===== src/rtl/store_commit_arbiter_if.sv =====
// Store queue handshake bundle: RS enqueue, ROB commit, memory write
// port, completion report and load-hazard probe.
interface store_commit_arbiter_if #(
    parameter int ROB_W = 6
);
    logic             st_valid;
    logic [ROB_W-1:0] st_rob;
    logic [31:0]      st_data;
    logic [31:0]      st_addr;
    logic [2:0]       st_subtype;
    logic             st_ready;
    logic             commit_valid;
    logic [ROB_W-1:0] commit_rob;
    logic             flush;
    logic             mem_req;
    logic [31:0]      mem_addr;
    logic [31:0]      mem_wdata;
    logic [3:0]       mem_be;
    logic             mem_ack;
    logic             done_valid;
    logic [ROB_W-1:0] done_rob;
    logic [31:0]      ld_addr;
    logic             ld_hazard;

    modport master (
        output st_valid, st_rob, st_data, st_addr, st_subtype,
        input  st_ready,
        output commit_valid, commit_rob, flush,
        input  mem_req, mem_addr, mem_wdata, mem_be,
        output mem_ack,
        input  done_valid, done_rob,
        output ld_addr,
        input  ld_hazard
    );

    modport slave (
        input  st_valid, st_rob, st_data, st_addr, st_subtype,
        output st_ready,
        input  commit_valid, commit_rob, flush,
        output mem_req, mem_addr, mem_wdata, mem_be,
        input  mem_ack,
        output done_valid, done_rob,
        input  ld_addr,
        output ld_hazard
    );
endinterface


===== src/rtl/store_commit_arbiter.sv =====
// In-order store queue: holds stores until ROB commit, then writes them
// one at a time through a req/ack port; flags same-word load hazards.
module store_commit_arbiter #(
    parameter int               DEPTH       = 4,
    parameter int               ROB_W       = 6,
    parameter logic [ROB_W-1:0] INVALID_ROB = 6'b010000
) (
    input  logic                 clock,
    input  logic                 reset,
    store_commit_arbiter_if.slave bus
);
    localparam int PW = $clog2(DEPTH);

    typedef enum logic [1:0] {IDLE, WRITE, DONE} state_t;

    state_t           state;
    state_t           state_next;
    logic [ROB_W-1:0] e_rob  [DEPTH];
    logic [29:0]      e_addr [DEPTH];
    logic [31:0]      e_data [DEPTH];
    logic [3:0]       e_be   [DEPTH];
    logic [DEPTH-1:0] e_cmt;
    logic [DEPTH-1:0] live;
    logic [DEPTH-1:0] hit;
    logic [PW-1:0]    head;
    logic [PW-1:0]    tail;
    logic [PW:0]      count;
    logic [PW:0]      kept;
    logic             enq;
    logic             pop;
    logic             start;
    logic [3:0]       lane_be;
    logic [31:0]      lane_data;

    assign bus.st_ready = (count != (PW+1)'(DEPTH));
    assign enq = bus.st_valid && bus.st_ready && !bus.flush;

    // Entry liveness, commit matches and the committed-prefix length kept by a flush
    always_comb begin
        live = '0;
        hit  = '0;
        kept = '0;
        for (int i = 0; i < DEPTH; i++) begin
            live[i] = {1'b0, PW'(PW'(i) - head)} < count;
            hit[i]  = bus.commit_valid && live[i] &&
                      (e_rob[i] == bus.commit_rob);
            kept    = kept + (PW+1)'(live[i] & (e_cmt[i] | hit[i]));
        end
    end

    // Byte lanes and replicated data from subtype and low address bits
    always_comb begin
        lane_be   = 4'b1111;
        lane_data = bus.st_data;
        case (bus.st_subtype)
            3'b000: begin
                lane_be   = 4'b0001 << bus.st_addr[1:0];
                lane_data = {4{bus.st_data[7:0]}};
            end
            3'b001: begin
                lane_be   = bus.st_addr[1] ? 4'b1100 : 4'b0011;
                lane_data = {2{bus.st_data[15:0]}};
            end
            default: ;
        endcase
    end

    // Load probe hits any live entry in the same word, including the one being written
    always_comb begin
        bus.ld_hazard = 1'b0;
        for (int i = 0; i < DEPTH; i++) begin
            if (live[i] && e_addr[i] == bus.ld_addr[31:2]) begin
                bus.ld_hazard = 1'b1;
            end
        end
    end

    // Entry payload is written at the tail on enqueue
    always_ff @(posedge clock) begin
        if (enq) begin
            e_rob[tail]  <= bus.st_rob;
            e_addr[tail] <= bus.st_addr[31:2];
            e_data[tail] <= lane_data;
            e_be[tail]   <= lane_be;
        end
    end

    // Commit bits: set on tag match; a new entry may arrive already committed
    always_ff @(posedge clock or posedge reset) begin
        if (reset) begin
            e_cmt <= '0;
        end else begin
            e_cmt <= e_cmt | hit;
            if (enq) begin
                e_cmt[tail] <= bus.commit_valid &&
                               (bus.commit_rob == bus.st_rob);
            end
        end
    end

    // Head/tail/count; a flush truncates the queue to its committed prefix
    always_ff @(posedge clock or posedge reset) begin
        if (reset) begin
            head  <= '0;
            tail  <= '0;
            count <= '0;
        end else begin
            if (pop) begin
                head <= head + 1'b1;
            end
            if (bus.flush) begin
                tail  <= head + kept[PW-1:0];
                count <= kept - (PW+1)'(pop);
            end else begin
                if (enq) begin
                    tail <= tail + 1'b1;
                end
                count <= count + (PW+1)'(enq) - (PW+1)'(pop);
            end
        end
    end

    // Writer state register
    always_ff @(posedge clock or posedge reset) begin
        if (reset) begin
            state <= IDLE;
        end else begin
            state <= state_next;
        end
    end

    // Writer next state: start on committed head, pop on ack, one idle-recovery cycle
    always_comb begin
        state_next = state;
        start      = 1'b0;
        pop        = 1'b0;
        unique case (state)
            IDLE: begin
                if (count != '0 && e_cmt[head]) begin
                    start      = 1'b1;
                    state_next = WRITE;
                end
            end
            WRITE: begin
                if (bus.mem_ack) begin
                    pop        = 1'b1;
                    state_next = DONE;
                end
            end
            DONE: state_next = IDLE;
            default: state_next = IDLE;
        endcase
    end

    // Registered memory request and completion report
    always_ff @(posedge clock or posedge reset) begin
        if (reset) begin
            bus.mem_req    <= 1'b0;
            bus.mem_addr   <= '0;
            bus.mem_wdata  <= '0;
            bus.mem_be     <= '0;
            bus.done_valid <= 1'b0;
            bus.done_rob   <= INVALID_ROB;
        end else begin
            if (start) begin
                bus.mem_req   <= 1'b1;
                bus.mem_addr  <= {e_addr[head], 2'b00};
                bus.mem_wdata <= e_data[head];
                bus.mem_be    <= e_be[head];
            end
            if (pop) begin
                bus.mem_req    <= 1'b0;
                bus.done_valid <= 1'b1;
                bus.done_rob   <= e_rob[head];
            end
            if (state == DONE) begin
                bus.done_valid <= 1'b0;
                bus.done_rob   <= INVALID_ROB;
            end
        end
    end

    // The reservation station must never offer a store into a full queue
    always @(posedge clock) begin
        if (!reset) begin
            assert (!(bus.st_valid && !bus.st_ready))
            else $error("store offered while queue full");
        end
    end
endmodule


===== src/flat_wrapper.sv =====
// flat-port wrapper written by rule: the top's interface ports become plain ports
module store_commit_arbiter_flat 
#(
    parameter int               DEPTH       = 4,
    parameter int               ROB_W       = 6,
    parameter logic [ROB_W-1:0] INVALID_ROB = 6'b010000
)
  (clock, reset, bus_st_valid, bus_st_rob, bus_st_data, bus_st_addr, bus_st_subtype, bus_st_ready, bus_commit_valid, bus_commit_rob, bus_flush, bus_mem_req, bus_mem_addr, bus_mem_wdata, bus_mem_be, bus_mem_ack, bus_done_valid, bus_done_rob, bus_ld_addr, bus_ld_hazard);
  store_commit_arbiter_if #(.ROB_W(ROB_W)) bus_i ();
  input  logic clock;
  input  logic reset;
  input wire logic [$bits(bus_i.st_valid)-1:0] bus_st_valid;
  input wire logic [$bits(bus_i.st_rob)-1:0] bus_st_rob;
  input wire logic [$bits(bus_i.st_data)-1:0] bus_st_data;
  input wire logic [$bits(bus_i.st_addr)-1:0] bus_st_addr;
  input wire logic [$bits(bus_i.st_subtype)-1:0] bus_st_subtype;
  output wire logic [$bits(bus_i.st_ready)-1:0] bus_st_ready;
  input wire logic [$bits(bus_i.commit_valid)-1:0] bus_commit_valid;
  input wire logic [$bits(bus_i.commit_rob)-1:0] bus_commit_rob;
  input wire logic [$bits(bus_i.flush)-1:0] bus_flush;
  output wire logic [$bits(bus_i.mem_req)-1:0] bus_mem_req;
  output wire logic [$bits(bus_i.mem_addr)-1:0] bus_mem_addr;
  output wire logic [$bits(bus_i.mem_wdata)-1:0] bus_mem_wdata;
  output wire logic [$bits(bus_i.mem_be)-1:0] bus_mem_be;
  input wire logic [$bits(bus_i.mem_ack)-1:0] bus_mem_ack;
  output wire logic [$bits(bus_i.done_valid)-1:0] bus_done_valid;
  output wire logic [$bits(bus_i.done_rob)-1:0] bus_done_rob;
  input wire logic [$bits(bus_i.ld_addr)-1:0] bus_ld_addr;
  output wire logic [$bits(bus_i.ld_hazard)-1:0] bus_ld_hazard;
  assign bus_i.st_valid = bus_st_valid;
  assign bus_i.st_rob = bus_st_rob;
  assign bus_i.st_data = bus_st_data;
  assign bus_i.st_addr = bus_st_addr;
  assign bus_i.st_subtype = bus_st_subtype;
  assign bus_st_ready = bus_i.st_ready;
  assign bus_i.commit_valid = bus_commit_valid;
  assign bus_i.commit_rob = bus_commit_rob;
  assign bus_i.flush = bus_flush;
  assign bus_mem_req = bus_i.mem_req;
  assign bus_mem_addr = bus_i.mem_addr;
  assign bus_mem_wdata = bus_i.mem_wdata;
  assign bus_mem_be = bus_i.mem_be;
  assign bus_i.mem_ack = bus_mem_ack;
  assign bus_done_valid = bus_i.done_valid;
  assign bus_done_rob = bus_i.done_rob;
  assign bus_i.ld_addr = bus_ld_addr;
  assign bus_ld_hazard = bus_i.ld_hazard;
  store_commit_arbiter #(.DEPTH(DEPTH), .ROB_W(ROB_W), .INVALID_ROB(INVALID_ROB)) u_core (.clock(clock), .reset(reset), .bus(bus_i));
endmodule

===== config.mk =====
export PLATFORM = sky130hd
export DESIGN_NAME = store_commit_arbiter_flat
export DESIGN_NICKNAME = d
export VERILOG_FILES = /design/src/rtl/store_commit_arbiter_if.sv /design/src/rtl/store_commit_arbiter.sv /design/src/flat_wrapper.sv
export SDC_FILE = /design/constraint.sdc
export NUM_CORES = 1
export LEC_CHECK = 0
export BUFFER_PORTS_ARGS = -buffer_cell sky130_fd_sc_hd__buf_2
export CORE_MARGIN = 2
export CORE_UTILIZATION = 45
export CTS_CLUSTER_DIAMETER = 60
export DETAILED_ROUTE_END_ITERATION = 10
export HOLD_SLACK_MARGIN = 0.03
export PLACE_DENSITY = 0.64
export SYNTH_ARGS = -nofsm -noshare
export SYNTH_HDL_FRONTEND = slang
export SYNTH_SLANG_ARGS = --single-unit

===== constraint.sdc =====
create_clock -name clock -period 4.68 [get_ports clock]
set_input_delay 0 -clock clock [delete_from_list [all_inputs] [get_ports clock]]
set_output_delay 0 -clock clock [all_outputs]
set_load 0.05 [all_outputs]

==> impl_table.tex <==
\begin{tabular}{lr}
\hline
Metric & Value \\
\hline
\multicolumn{2}{l}{\textbf{Worst setup path}} \\
\quad End of the worst register-to-register path & u\_core.count[2] \\
\quad Capturing element type of the critical path & flop \\
\quad Crit Path Max Fanout & 32 \\
\quad FF-to-FF Start & u\_core.head[1] \\
\quad Kind of start point of the critical path & flop \\
\quad Highest-delay cell along the critical path & dfrtp\_4 \\
\quad Cell seen most often among critical-path stages & ha\_1 \\
\quad Crit path kind & reg2reg \\
\quad Series of cell instances along the critical path & xnor2\_1 > inv\_1 > ha\_1 > a21oi\_1 > or2\_2 > a21oi\_1 > nor2\_1 > fa\_1 > ha\_1 > ha\_1 > inv\_1 > ha\_1 > xor2\_1 > nand2\_1 > o21ai\_0 \\
\quad Cell count of the worst reg-to-reg path & 15 \\
\quad Worst stage delay on the critical path & 0.70 ns \\
\quad Crit path DAT & 4.04 ns \\
\quad Worst EP required & 5.07 ns \\
\quad Reg-to-reg slack, setup & 1.04 ns \\
\multicolumn{2}{l}{\textbf{Synthesis}} \\
\quad Warnings, synthesis & 0 \\
\quad Count of mapped cells out of synthesis & 953 \\
\quad Yosys cell types & 38 \\
\quad Fraction of synthesized cell area taken by the top area cell type & 52.9\% \\
\quad Leading register cell type out of synthesis & edfxtp\_1 \\
\quad Number of synthesized register bits & roughly 380 \\
\quad Asr flop ratio synth & between 20 and 25\% \\
\quad Average footprint of a synthesized cell & $\sim$17 sq um \\
\quad Most area-hungry cell type in the Yosys netlist & edfxtp\_1 \\
\quad Sequential area share after synthesis & 66.2\% \\
\quad Mapped Area & 0.0163 sq mm \\
\quad Synth top area cells & edfxtp\_1, dfrtp\_1, mux4\_2 \\
\quad Number of flops mapped to enable cells by yosys & between 200 and 300 \\
\multicolumn{2}{l}{\textbf{Timing}} \\
\quad Max Clock Skew & 0.0186 ns \\
\quad Post-route fraction of the period consumed by the critical path & 77.8\% \\
\quad Final worst setup slack & 1.04 ns \\
\quad Setup-failing EPs final & 0 \\
\quad Setup repair after global routing missed its margin & false \\
\quad Count of final max-slew check failures & 0 \\
\quad Min cycle time layout & 3.64 ns \\
\quad Highest attainable clock frequency & 0.275 GHz \\
\quad Count of final hold-check violations & 0 \\
\quad Tightest Pin Transition & 1.07 ns \\
\quad Headroom to the max-slew limit & 28.4\% \\
\quad Final-layout setup total negative slack & 0 ns \\
\multicolumn{2}{l}{\textbf{Route}} \\
\quad Via-per-instance ratio & 5.32 \\
\quad DRC violation count after routing & 0 \\
\quad Pre-antenna DRT Iters & 5 \\
\quad Number of nets with antenna violations after routing & 0 \\
\quad Drt wl/cell & $\sim$22 um \\
\quad Via total after detailed routing & 9,023 \\
\quad Total wire length after detailed routing & 38,200 um \\
\quad DRC marker count from the first detailed-route iteration & between 600 and 700 \\
\multicolumn{2}{l}{\textbf{Place}} \\
\quad Buffers added on ports & 190 \\
\quad Detail Placement HPWL & 25,200 um \\
\quad Pre-CTS WS & 1.03 ns \\
\quad Number of placed instances, taps included & 1,548 \\
\quad Global placement routability congestion & 0.803 \\
\multicolumn{2}{l}{\textbf{Layout}} \\
\quad Area growth from synthesis to layout & 20.3\% \\
\quad Final standard cell count with taps included and fillers excluded & 1,697 \\
\quad Utilization after layout & between 50\% and 60\% \\
\quad Net count of the finished layout & 1,338 \\
\quad Fraction of final layout cells sized beyond drive strength 1 & 33.2\% \\
\quad Antenna cell count & 0 \\
\multicolumn{2}{l}{\textbf{Pwr}} \\
\quad Pwr dens & 554 mW/mm\^{}2 \\
\quad Leakage dissipation & 7.26 nW \\
\quad IR drop worst, VDD & $\sim$0.42 mV \\
\multicolumn{2}{l}{\textbf{Die}} \\
\quad Chip height & 195 um \\
\quad Floorplan row count & 69 \\
\quad I/O pin cnt & 195 \\
\quad Area of the die & 0.0379 sq mm \\
\quad Initial standard-cell utilization of the core & roughly 46\% \\
\quad Chip width & around 200 um \\
\quad Std-Cell Core Area & 0.0357 sq mm \\
\multicolumn{2}{l}{\textbf{CTS}} \\
\quad Largest buffer count on any clock path & 3 \\
\quad TritonCTS clock tree & done \\
\quad CTS H-tree lvls & 2 \\
\quad Clock Sinks & 375 \\
\quad CTS root buf & clkbuf\_16 \\
\quad Number of gates resized after cts & 0 \\
\quad Insertion delay to the later sink of the worst-skew pair & $\sim$0.53 ns \\
\quad Clock-pin slew reported for the worst setup and hold paths after clock tree synthesis & about 0.06 ns \\
\quad Number of buffers created by CTS & 41 \\
\multicolumn{2}{l}{\textbf{Global routing}} \\
\quad Aggregate global routing overflow & 0 \\
\quad Initial antenna violation count & 0 \\
\quad GRT Resource Usage Total & 20.5\% \\
\quad Wire length of the first global-routing pass & 58,300 um \\
\quad Via count of the first global-routing pass & 9,640 \\
\quad Pin count of the biggest net entering global routing & between 60 and 70 \\
\multicolumn{2}{l}{\textbf{Outcome}} \\
\quad Result of the run & complete, no violations \\
\multicolumn{2}{l}{\textbf{Worst hold path}} \\
\quad Hold crit path type & in2reg \\
\quad Worst min-delay path startpoint & bus\_st\_addr[0] \\
\quad Number of cells traversed by the worst hold path & 3 \\
\quad Hold Crit Endpoint & u\_core.e\_be[1][1] \\
\multicolumn{2}{l}{\textbf{Job}} \\
\quad Count of max-cap constraint violations & 0 \\
\hline
\end{tabular}
-- layout make-up --
cell class              count  area, sq um
flip-flops and latches    375        10800
multi-input cells         492         5140
repair buffers            278         1810
fillers                  2848        16000
inverters                  16         62.6
clock inverters            11         81.3
clock buffers              64         1160
well taps                 461          577
-- flip-flops by register name (all words and copies together), names as in the netlist --
signal,count
u_core.tail,2
u_core.e_addr,120
u_core.e_rob,24
u_core.bus.mem_wdata,32
u_core.e_be,16
u_core.e_cmt,4
u_core.bus.mem_addr,30
u_core.state,2
u_core.bus.mem_req,1
u_core.head,2
u_core.bus.done_rob,6
u_core.bus.done_valid,1
u_core.count,3
u_core.bus.mem_be,4
u_core.e_data,128
-- how the worst max path moves through the flow --
stage                   startpoint         endpoint  slack, ns  cells past startpoint
finish              u_core.head[1]  u_core.count[2]       1.04                     15
CTS                 u_core.head[1]  u_core.count[2]       1.01                     15
global placement    u_core.head[1]  u_core.count[2]       1.05                     15
detailed placement  u_core.head[1]  u_core.count[2]       1.03                     15
global route        u_core.head[1]  u_core.count[2]       0.75                     15
floorplan           u_core.head[0]  u_core.count[2]       1.14                     18
-- synth_stat cells, drive strengths merged, types with 2 or more instances --
| cell | number |
|---|---|
| and2 | 4 |
| nor2 | 19 |
| dfrtp | 86 |
| nor4 | 12 |
| nand2b | 2 |
| nand2 | 23 |
| and3 | 2 |
| fa | 2 |
| a21oi | 19 |
| o21ai | 14 |
| mux2i | 15 |
| buf | 22 |
| inv | 16 |
| or2 | 3 |
| xnor2 | 142 |
| mux2 | 82 |
| ha | 15 |
| clkbuf | 49 |
| edfxtp | 288 |
| nand3 | 4 |
| nand4 | 34 |
| mux4 | 73 |
| xor2 | 17 |
-- logic make-up (layout without fill, tap and decap cells) --
group / after synthesis / in the layout / synth area share (%)
xor+xnor: 159 / 159 / 8.52
fa+ha+maj: 17 / 17 / 1.39
flops: 375 / 375 / 66.2
compound gates: 37 / 37 / 1.30
buf+inv: 87 / 369 / 2.43
mux: 170 / 170 / 16.6
simple gates: 107 / 107 / 3.47
other cells: 1 / 2 / 0.0229
-- metrics by stage --
stage	hold slack (ns)	total power (W)	instance area, sq um
after global placement	0.139	0.00796	17700
after CTS	0.0485	0.0110	19700
final	0.0581	0.0109	19700
after global routing	0.0639	0.0114	19700
after floorplan	0.0989	0.00707	16300
after detailed placement	0.143	0.00800	17700
-- per-layer routing --
layer	vias to the layer above	share of wire, %	global-route usage [%]
met5	-	0	0
met4	0	1.7	4.42
met3	52	6.6	4.36
met2	265	49	34.4
met1	4615	42	27.7
li1	4091	-	-
-- worst max-delay path, delay by kind of cell, from the launching register on --
family | cells | cell delay [ns]
xor gates and xnor gates | 2 | 0.44
AOI/OAI and AO/OA | 3 | 0.33
buffers and inverters | 2 | 0.12
DFF | 1 | 0.70
adders and majority gates | 5 | 1.47
and+or+nand+nor | 3 | 0.45
-- power breakdown --
group          total, W  switching, W  leakage (nW)  internal, W
Combinational   0.00342       0.00213          2.91      0.00129
Sequential      0.00449      0.000326          3.74      0.00416
Clock           0.00299       0.00127         0.606      0.00172
Total            0.0109       0.00372          7.26      0.00717
-- cell usage in the layout (no fill, tap or decap), types with 2 or more instances in the layout --
cell,Yosys,final
conb_1,1,2
dfrtp_1,86,84
dlygate4sd3_1,0,74
or2_2,3,3
clkbuf_8,0,5
mux2_2,64,64
edfxtp_1,288,288
buf_2,9,190
inv_6,0,3
and3_1,2,2
nor2_1,19,18
nand4_1,34,34
mux2i_1,15,15
clkbuf_1,49,18
and2_4,0,4
nand2_1,23,23
mux2_1,18,18
o21ai_0,14,14
nand3_1,4,4
nor4_1,12,12
xor2_1,17,17
clkbuf_16,0,41
nand2b_1,2,2
clkinv_2,0,3
a21oi_1,19,19
mux4_2,73,73
buf_4,7,13
xnor2_1,142,142
fa_1,2,2
ha_1,15,15
dfrtp_4,0,2
clkinv_1,0,3
inv_1,16,15
-- what timing repair did --
action / CTS / global route
endpoints found under the hold margin: 343 / 0
buffers inserted: 0 / 0
hold buffers: 74 / 0
Power figures use the tool's default switching activity.
